`src/rtl/addr_queue.sv`:
```
// Tagged FIFO of outstanding request addresses with occupancy count, almost-full flag,
// selectable flush behaviour and a zero-latency granule lookup across live entries.
module addr_queue #(
  parameter int ADDR_WIDTH   = 4,
  parameter int DATA_WIDTH   = 32,
  parameter int AFULL_THRESH = 12,
  parameter int MATCH_LSB    = 2,
  parameter int FLUSH_MODE   = 0
) (
  input  logic                  clk,
  input  logic                  reset,
  input  logic                  flush,
  input  logic                  wena,
  input  logic [DATA_WIDTH-1:0] wdata,
  input  logic                  rena,
  output logic [DATA_WIDTH-1:0] rdata,
  output logic                  valid,
  output logic                  empty,
  output logic                  full,
  output logic                  almost_full,
  output logic [ADDR_WIDTH:0]   count,
  input  logic [DATA_WIDTH-1:0] lookup_addr,
  output logic                  lookup_hit
);

  localparam int DEPTH = 2 ** ADDR_WIDTH;
  localparam logic [ADDR_WIDTH-1:0] PTR_ONE   = 1;
  localparam logic [ADDR_WIDTH:0]   CNT_ONE   = 1;
  localparam logic [ADDR_WIDTH:0]   AFULL_CNT = (ADDR_WIDTH + 1)'(AFULL_THRESH);

  logic [DATA_WIDTH-1:0] mem [DEPTH];
  logic [DEPTH-1:0]      tag_reg;
  logic [DEPTH-1:0]      hit_vec;

  logic [ADDR_WIDTH-1:0] rptr_reg, rptr_next;
  logic [ADDR_WIDTH-1:0] wptr_reg, wptr_next;
  logic [ADDR_WIDTH:0]   count_reg, count_next;
  logic                  empty_reg, empty_next;
  logic                  full_reg, full_next;
  logic                  afull_reg, afull_next;

  logic rd_fire;
  logic wr_fire;
  logic flush_all;

  assign rd_fire   = rena && !empty_reg;
  assign wr_fire   = wena && (!full_reg || rd_fire);
  assign flush_all = flush && (FLUSH_MODE == 1);

  // Flags and count follow the pointer movement; a simultaneous read+write leaves them alone.
  always_comb begin
    rptr_next  = rptr_reg;
    wptr_next  = wptr_reg;
    count_next = count_reg;
    empty_next = empty_reg;
    full_next  = full_reg;
    if (rd_fire) rptr_next = rptr_reg + PTR_ONE;
    if (wr_fire) wptr_next = wptr_reg + PTR_ONE;
    if (wr_fire && !rd_fire) begin
      count_next = count_reg + CNT_ONE;
      empty_next = 1'b0;
      full_next  = ((wptr_reg + PTR_ONE) == rptr_reg);
    end else if (rd_fire && !wr_fire) begin
      count_next = count_reg - CNT_ONE;
      full_next  = 1'b0;
      empty_next = ((rptr_reg + PTR_ONE) == wptr_reg);
    end
    afull_next = (count_next >= AFULL_CNT);
  end

  always_ff @(posedge clk) begin
    if (reset || flush_all) begin
      rptr_reg  <= '0;
      wptr_reg  <= '0;
      count_reg <= '0;
      empty_reg <= 1'b1;
      full_reg  <= 1'b0;
      afull_reg <= 1'b0;
    end else begin
      rptr_reg  <= rptr_next;
      wptr_reg  <= wptr_next;
      count_reg <= count_next;
      empty_reg <= empty_next;
      full_reg  <= full_next;
      afull_reg <= afull_next;
    end
  end

  // Data storage is never cleared; the tags say which contents are meaningful.
  always_ff @(posedge clk) begin
    if (wr_fire && !reset && !flush_all) mem[wptr_reg] <= wdata;
  end

  generate
    for (genvar gi = 0; gi < DEPTH; gi++) begin : g_entry
      logic [ADDR_WIDTH-1:0] offset;
      logic                  occupied;

      // Either flush mode kills tags; a write landing in the flush cycle stays killed.
      // On read+write to the same slot (full queue) the new entry's tag wins.
      always_ff @(posedge clk) begin
        if (reset || flush) begin
          tag_reg[gi] <= 1'b0;
        end else if (wr_fire && (wptr_reg == ADDR_WIDTH'(gi))) begin
          tag_reg[gi] <= 1'b1;
        end else if (rd_fire && (rptr_reg == ADDR_WIDTH'(gi))) begin
          tag_reg[gi] <= 1'b0;
        end
      end

      assign offset      = ADDR_WIDTH'(gi) - rptr_reg;
      assign occupied    = ({1'b0, offset} < count_reg);
      assign hit_vec[gi] = occupied && tag_reg[gi] &&
                           (mem[gi][DATA_WIDTH-1:MATCH_LSB] == lookup_addr[DATA_WIDTH-1:MATCH_LSB]);
    end
  endgenerate

  assign rdata       = mem[rptr_reg];
  assign valid       = tag_reg[rptr_reg];
  assign empty       = empty_reg;
  assign full        = full_reg;
  assign almost_full = afull_reg;
  assign count       = count_reg;
  assign lookup_hit  = |hit_vec;

endmodule

```
`config.mk`:
```
export PLATFORM = sky130hd
export DESIGN_NAME = addr_queue
export DESIGN_NICKNAME = d
export VERILOG_FILES = /design/src/rtl/addr_queue.sv
export SDC_FILE = /design/constraint.sdc
export NUM_CORES = 1
export LEC_CHECK = 0
export BUFFER_PORTS_ARGS = -buffer_cell sky130_fd_sc_hd__buf_2
export CAP_MARGIN = 20
export CORE_MARGIN = 5
export CORE_UTILIZATION = 55
export DETAILED_ROUTE_END_ITERATION = 8
export PLACE_DENSITY = 0.76
export SYNTH_ARGS = -nofsm -noshare
export SYNTH_HDL_FRONTEND = slang
export SYNTH_SLANG_ARGS = --single-unit
```
`constraint.sdc`:
```
create_clock -name clk -period 6.7 [get_ports clk]
set_clock_uncertainty 0.1 [all_clocks]
set_input_delay 0.67 -clock clk [delete_from_list [all_inputs] [get_ports clk]]
set_output_delay 0.67 -clock clk [all_outputs]
set_load 0.005 [all_outputs]
```
## Word level (Yosys, flattened, before mapping)

Memories as Yosys holds them, arrays and structs flattened. A register that Yosys moved wholly into a read port is not among the register bits.
Index checks and enable logic that the tools add are counted.

| word-level totals | value |
|---|---|
| flip-flop bits (word level) | 32 |
| bits in latches | 0 |
| memory bits (writable) | 512 |
| ROM bits | 0 |
| input port bits | 69 |
| output and inout bits | 42 |
| word-level logic and storage cells | 249 |
| memories kept | 1 |

| operators by class | value |
|---|---|
| add/sub/neg operators | 20 |
| $mul | 0 |
| div/mod/pow operators | 0 |
| order comparisons | 18 |
| equal/unequal tests | 48 |
| shifts and indexed selects | 0 |
| mux-type cells | 44 |
| bitwise gates (word level) | 0 |
| reduce and logical (&&, ||, !) cells | 96 |

Memories:

| name | words | width | read ports | clocked after memory_dff | write ports | line | source |
|---|---|---|---|---|---|---|---|
| mem | 16 | 32 | 17 | 1 | 1 | 31 | `logic [DATA_WIDTH-1:0] mem [DEPTH];` |

Operator list:

| operator | number |
|---|---|
| == test 30 bit | 16 |
| less-than comparator 4 x 5 -> 1 bit | 16 |
| logical AND 1 bit | 69 |
| == test 4 bit, second input constant | 16 |
| 2-to-1 mux 1 bit | 39 |
| nonzero test 2 bit | 17 |
| == test 4 x 3 -> 1 bit, second input constant | 8 |
| subtractor 4 bit, first input constant | 8 |
| == test 4 x 2 -> 1 bit, second input constant | 4 |
| OR reduction 16 bit | 1 |
| subtractor 3 x 4 -> 4 bit, first input constant | 4 |
| 2-to-1 mux 5 bit | 2 |
| adder 4 x 1 -> 4 bit, second input constant | 2 |
| == test 4 x 1 -> 1 bit, second input constant | 2 |
| == test 4 bit | 2 |
| logical NOT 4 bit | 2 |
| 2-to-1 mux 4 bit | 2 |
| subtractor 1 x 4 -> 4 bit, first input constant | 2 |
| subtractor 2 x 4 -> 4 bit, first input constant | 2 |
| adder 5 x 1 -> 5 bit, second input constant | 1 |
| greater-or-equal comparator 5 x 4 -> 1 bit, second input constant | 1 |
| logical NOT 1 bit | 5 |
| less-than comparator 4 x 5 -> 1 bit, second input constant | 1 |
| subtractor 5 x 1 -> 5 bit, second input constant | 1 |
| other kinds (2) | 3 |

## Depth between registers and ports, before layout

| depth | value |
|---|---|
| word-level depth | 9 |
| depth in mapped cells | 13 |
| mapped depth without buffers | 12 |

## Worst setup path before layout

OpenSTA, ideal clock, no wires.

| timing path | value |
|---|---|
| kind | input to register |
| start point | in rena |
| end point | mem mem[12][0] (enable) |
| setup time | 0.421 ns |
| data arrival time | 2.952 ns |
| required time | 6.179 ns |
| slack | 3.227 ns |
| stages on the path | 5 |
| buffers on the path | 1 |
| path through | nand2b_1 a21boi_0 clkbuf_1 nand2_1 nor2_1 |

| on the way | value |
|---|---|
| word-level cells in the longest chain between the ends | 6 |

Ends and longest elaborated chain:

| element | line | source |
|---|---|---|
| from (decl) | 15 | `input logic rena,` |
| logical AND 1 bit | 46 | `assign rd_fire = rena && !empty_reg;` |
| logical OR 1 bit | 47 | `assign wr_fire = wena && (!full_reg \|\| rd_fire);` |
| logical AND 1 bit | 47 |  |
| via wr_fire | 43 | `logic wr_fire;` |
| logical AND 1 bit | 91 | `if (wr_fire && !reset && !flush_all) mem[wptr_reg] <= wdata;` |
| 2-to-1 mux 1 bit | 91 |  |
| 2-to-1 mux 1 bit (not written as such) | 91 |  |
| to (decl) | 31 |  |

The timed path passes the listed nets, and every way through them passes these cells.

## Worst setup path after layout

| timing path | value |
|---|---|
| start point | reg rptr_reg[2] |
| end point | out lookup_hit |

| on the way | value |
|---|---|
| word-level cells in the longest chain between the ends | 5 |
| elaborated cells between the ends (all ways) | 65 |
| classes of those cells | 16 x add/sub; 16 x order compare; 33 x reduce/logical |

Ends and longest elaborated chain:

| element | line | source |
|---|---|---|
| from (decl) | 35 | `logic [ADDR_WIDTH-1:0] rptr_reg, rptr_next;` |
| from (signal assigned) | 80 | `rptr_reg <= rptr_next;` |
| subtractor 1 x 4 -> 4 bit, or another cell as far along | 111 | `assign offset = ADDR_WIDTH'(gi) - rptr_reg;` |
| less-than comparator 4 x 5 -> 1 bit | 112 | `assign occupied = ({1'b0, offset} < count_reg);` |
| logical AND 1 bit (2 in a row) | 113 | `assign hit_vec[gi] = occupied && tag_reg[gi] &&` |
| OR reduction 16 bit * | 124 | `assign lookup_hit = \|hit_vec;` |
| to (decl) | 23 | `output logic lookup_hit` |

Every way passes the cells marked *; elsewhere a longest branch is shown, timed or not.

==> flow_metrics.py <==
metrics = {
    "synth": {
        "syn_nets": 1890,
        "netlist_area_um2": 27800,
        "synth.distinct_cells": 50,
        "synth-edff-count": 512,
        "async_flop_share_pct": 0,
        "synth_flop_cell": "edfxtp_1",
        "ys_seq_area_share_pct": 57.9,
        "synth-seq-cells": 548,
        "syn_inst": 1772,
        "syn_avg_cell_area_um2": 15.7,
        "yosysWarnings": 0,
    },
    "floorplanning": {
        "dieHeight_um": 235,
        "core_region_area_um2": 50100,
        "initial_core_util_pct": 55.6,
        "rows": 82,
        "die-area_um2": 55200,
        "io_pins": 111,
        "die_w_um": 235,
    },
    "global_route": {
        "grt_pass1_wl_mm": 134,
        "grt_max_degree": 77,
        "grt-ovfl-total": 0,
        "grt_use_total_pct": 34.5,
        "grt_pass1_vias": 16800,
        "antenna_found_initial": 4,
    },
    "setup_path": {
        "crit_top_cell": "ha_1",
        "critPathBufInv": 2,
        "cpMaxStageDelayCell": "or4_1",
        "worstRegToRegCells": 4,
        "startpoint_type": "flop",
        "worstReg2RegEnd": "mem[5][0]$_DFFE_PP_",
        "r2r_start": "wptr_reg[2]$_SDFFE_PP0P_",
        "worstPathMaxFanout": 10,
        "path_delay_family": "simple AND/OR/NAND/NOR gates",
        "worst-r2r-setup-slack_ns": 3.59,
        "critPathMaxStageDelay_ns": 0.63,
        "arrival_ns": 4.33,
        "required_ns": 5.93,
        "crit_type": "reg -> out",
        "path_cells": "clkinv_1 > ha_1 > nand2_1 > xnor2_1 > ha_1 > a21oi_1 > nand4_1 > or4_1 > o22ai_1 > nor4b_1 > o2111ai_1 > buf_2",
        "endpoint_kind": "primary output",
    },
    "power_and_ir_drop": {
        "p_clk_share_pct": 39.3,
        "power_switching_uw": 1950,
        "switching_share_pct": 25.3,
        "power.density_nw_per_um2": 253,
        "vdd_ir_drop_max_mv": 0.207,
        "internal-power_uw": 5760,
        "combPwrFrac_pct": 11.0,
        "power_frac_seq_pct": 49.7,
        "p_leak_uw": 0.00989,
    },
    "drt": {
        "via_count": 17600,
        "antenna_left": 0,
        "drtIter0Drc": 3149,
        "drcViolationCount": 0,
        "routed_wl_mm": 97.4,
        "wl_per_cell_um": 37.9,
        "drt_pass1_iterations": 6,
        "vias_per_cell": 6.84,
    },
    "timing": {
        "finalCritPeriodShare_pct": 76.1,
        "tightest_slew_ns": 1.09,
        "fin_tns_setup_ns": 0,
        "finalHoldViolCount": 0,
        "relSlewSlack_pct": 26.9,
        "timing.fmax_mhz": 196,
        "grt_setup_unrepaired": "no",
        "maxSlewViolCount": 0,
        "period_needed_ns": 5.10,
        "finalSetupViolCount": 0,
    },
    "finish": {
        "nFillCells": 3787,
        "utilization_pct": 60.9,
        "final_cell_area_um2": 30500,
        "drive_gt1_share_pct": 21.1,
        "fin_cells": 2568,
        "fin_nets": 1971,
        "syn2layout_area_growth_pct": 9.65,
        "n_antenna_cell": 0,
        "largest_reg_flops": 512,
    },
    "place": {
        "post_dp_cell_area_um2": 28800,
        "place_congestion": 1.10,
        "placed_cells": 2466,
        "hpwl_mm": 69.8,
        "io_buffer_count": 108,
    },
    "outcome": {
        "outcome": "complete, no violations",
    },
    "min_path": {
        "min_from": "wdata[1]",
        "hold-path-endpoint": "mem[4][1]$_DFFE_PP_",
        "hold_path.class": "in -> reg",
        "min_path_cells": 1,
    },
    "clock_tree": {
        "clock-sinks": 548,
        "clock-root-buffer": "clkbuf_16",
        "cts_setup_buffers": 0,
        "clock_latency_ns": 0.62,
        "htree_num_levels": 2,
        "cts_tree": "yes",
        "hold_buffers": 0,
        "clk_path_buf_depth": 3,
        "cts_buffers": 57,
        "cts_resized": 0,
        "clkTransAtPathRegs_ns": 0.06,
    },
    "flow_run": {
        "drv_cap": 0,
    },
}
[power groups by stage]
stage | clock, µW | sequential [µW] | combinational (µW)
floorplan | 0 | 3870 | 529
global placement | 0 | 3900 | 818
detailed placement | 0 | 3900 | 825
CTS | 3040 | 3830 | 830
global route | 3180 | 3830 | 875
finish | 3030 | 3830 | 847
[synth_stat cells (2+ instances only)]
master	number	share of area, %
a32oi_1	5	0.16
a21boi_0	2	0.054
xnor2_1	114	3.6
nor2_1	57	0.77
and2_1	4	0.090
nor3b_1	2	0.054
inv_1	25	0.34
edfxtp_1	512	55
nand2_1	32	0.43
nor4_2	3	0.13
buf_8	2	0.11
dfxtp_1	36	2.6
mux4_2	165	13
o21ai_0	6	0.11
o22ai_1	5	0.11
a21oi_1	36	0.65
clkinv_1	2	0.027
buf_6	30	1.2
or4_1	11	0.30
nor2b_1	2	0.045
nand4_1	51	1.1
xor2_1	391	12
buf_4	13	0.35
a21o_1	3	0.081
buf_2	29	0.52
buf_1	4	0.054
nand3_1	13	0.23
nor3_1	19	0.34
buf_12	2	0.14
ha_1	49	2.2
nor4_1	84	1.9
nand2b_1	5	0.11
a22oi_1	12	0.32
clkbuf_1	30	0.40
[layer usage]
layer	GRT usage [%]	part of all wire (%)	vias to the layer above
met2	51.1	44	1377
met5	0	0.037	-
met3	8.18	12	232
met1	47.8	37	9019
li1	-	-	6922
met4	18.4	6.7	6
[logic make-up after synthesis]
family,Yosys count,share of synthesized area (%)
AOI/OAI and AO/OA,79,1.80
xor gates and xnor gates,506,16.0
adders and majority gates,49,2.20
buffers and inverters,138,3.18
DFF,548,57.9
muxes,165,13.4
and+or+nand+nor,287,5.65
[cell type report]
class                      count  area (µm²)  area share (%)
multi-input combinational   1086       11000            35.9
sequential                   548       16100            52.8
timing repair buffer         132         743            2.44
inverter                      28         105           0.345
clock buffer                  71        1510            4.95
tap                          672         841            2.76
clock inverter                31         238           0.779
[worst max path at each step]
stage,end,depth (start not counted),slack (ns),startpoint
after global placement,lookup_hit,9,2.23,lookup_addr[29]
after global routing,lookup_hit,13,1.49,rptr_reg[2]$_SDFFE_PP0P_
after detailed placement,lookup_hit,9,2.27,lookup_addr[9]
final,lookup_hit,12,1.60,rptr_reg[2]$_SDFFE_PP0P_
after CTS,lookup_hit,12,1.66,rptr_reg[2]$_SDFFE_PP0P_
after floorplan,mem[12][0]$_DFFE_PP_,5,3.23,rena
[stage by stage]
stage                     total power, µW  hold WS (ns)  setup slack (ns)
after floorplan                      4400         0.369              3.23
after global placement               4720         0.365              2.23
after CTS                            7700         0.282              1.66
final                                7710         0.309              1.60
after global routing                 7880         0.306              1.49
after detailed placement             4730         0.404              2.27
[worst reg2reg max path, stage by stage, from the launching register on]
cell and delay (ns):
dfxtp_1 0.71, nor2b_1 0.42, nand2b_1 0.32, nor2_4 0.70, buf_4 0.51
[layout by cell type (no fill, tap or decap), types with 2 or more instances in the layout]
cell / instances
a21boi_0: 2
a21o_1: 3
a21oi_1: 36
a22oi_1: 12
a32oi_1: 5
and2_1: 4
buf_12: 2
buf_2: 109
buf_4: 21
bufinv_16: 2
clkbuf_1: 12
clkbuf_16: 58
clkinv_1: 14
clkinv_2: 8
clkinvlp_4: 6
dfxtp_1: 32
dfxtp_2: 2
dfxtp_4: 2
edfxtp_1: 512
ha_1: 49
inv_1: 25
mux4_2: 165
nand2_1: 32
nand2b_1: 5
nand3_1: 13
nand4_1: 51
nor2_1: 41
nor2_4: 16
nor2b_1: 2
nor3_1: 19
nor3b_1: 2
nor4_1: 84
nor4_2: 3
o21ai_0: 6
o22ai_1: 5
or4_1: 11
xnor2_1: 114
xor2_1: 391
Power figures use the tool's default switching activity.
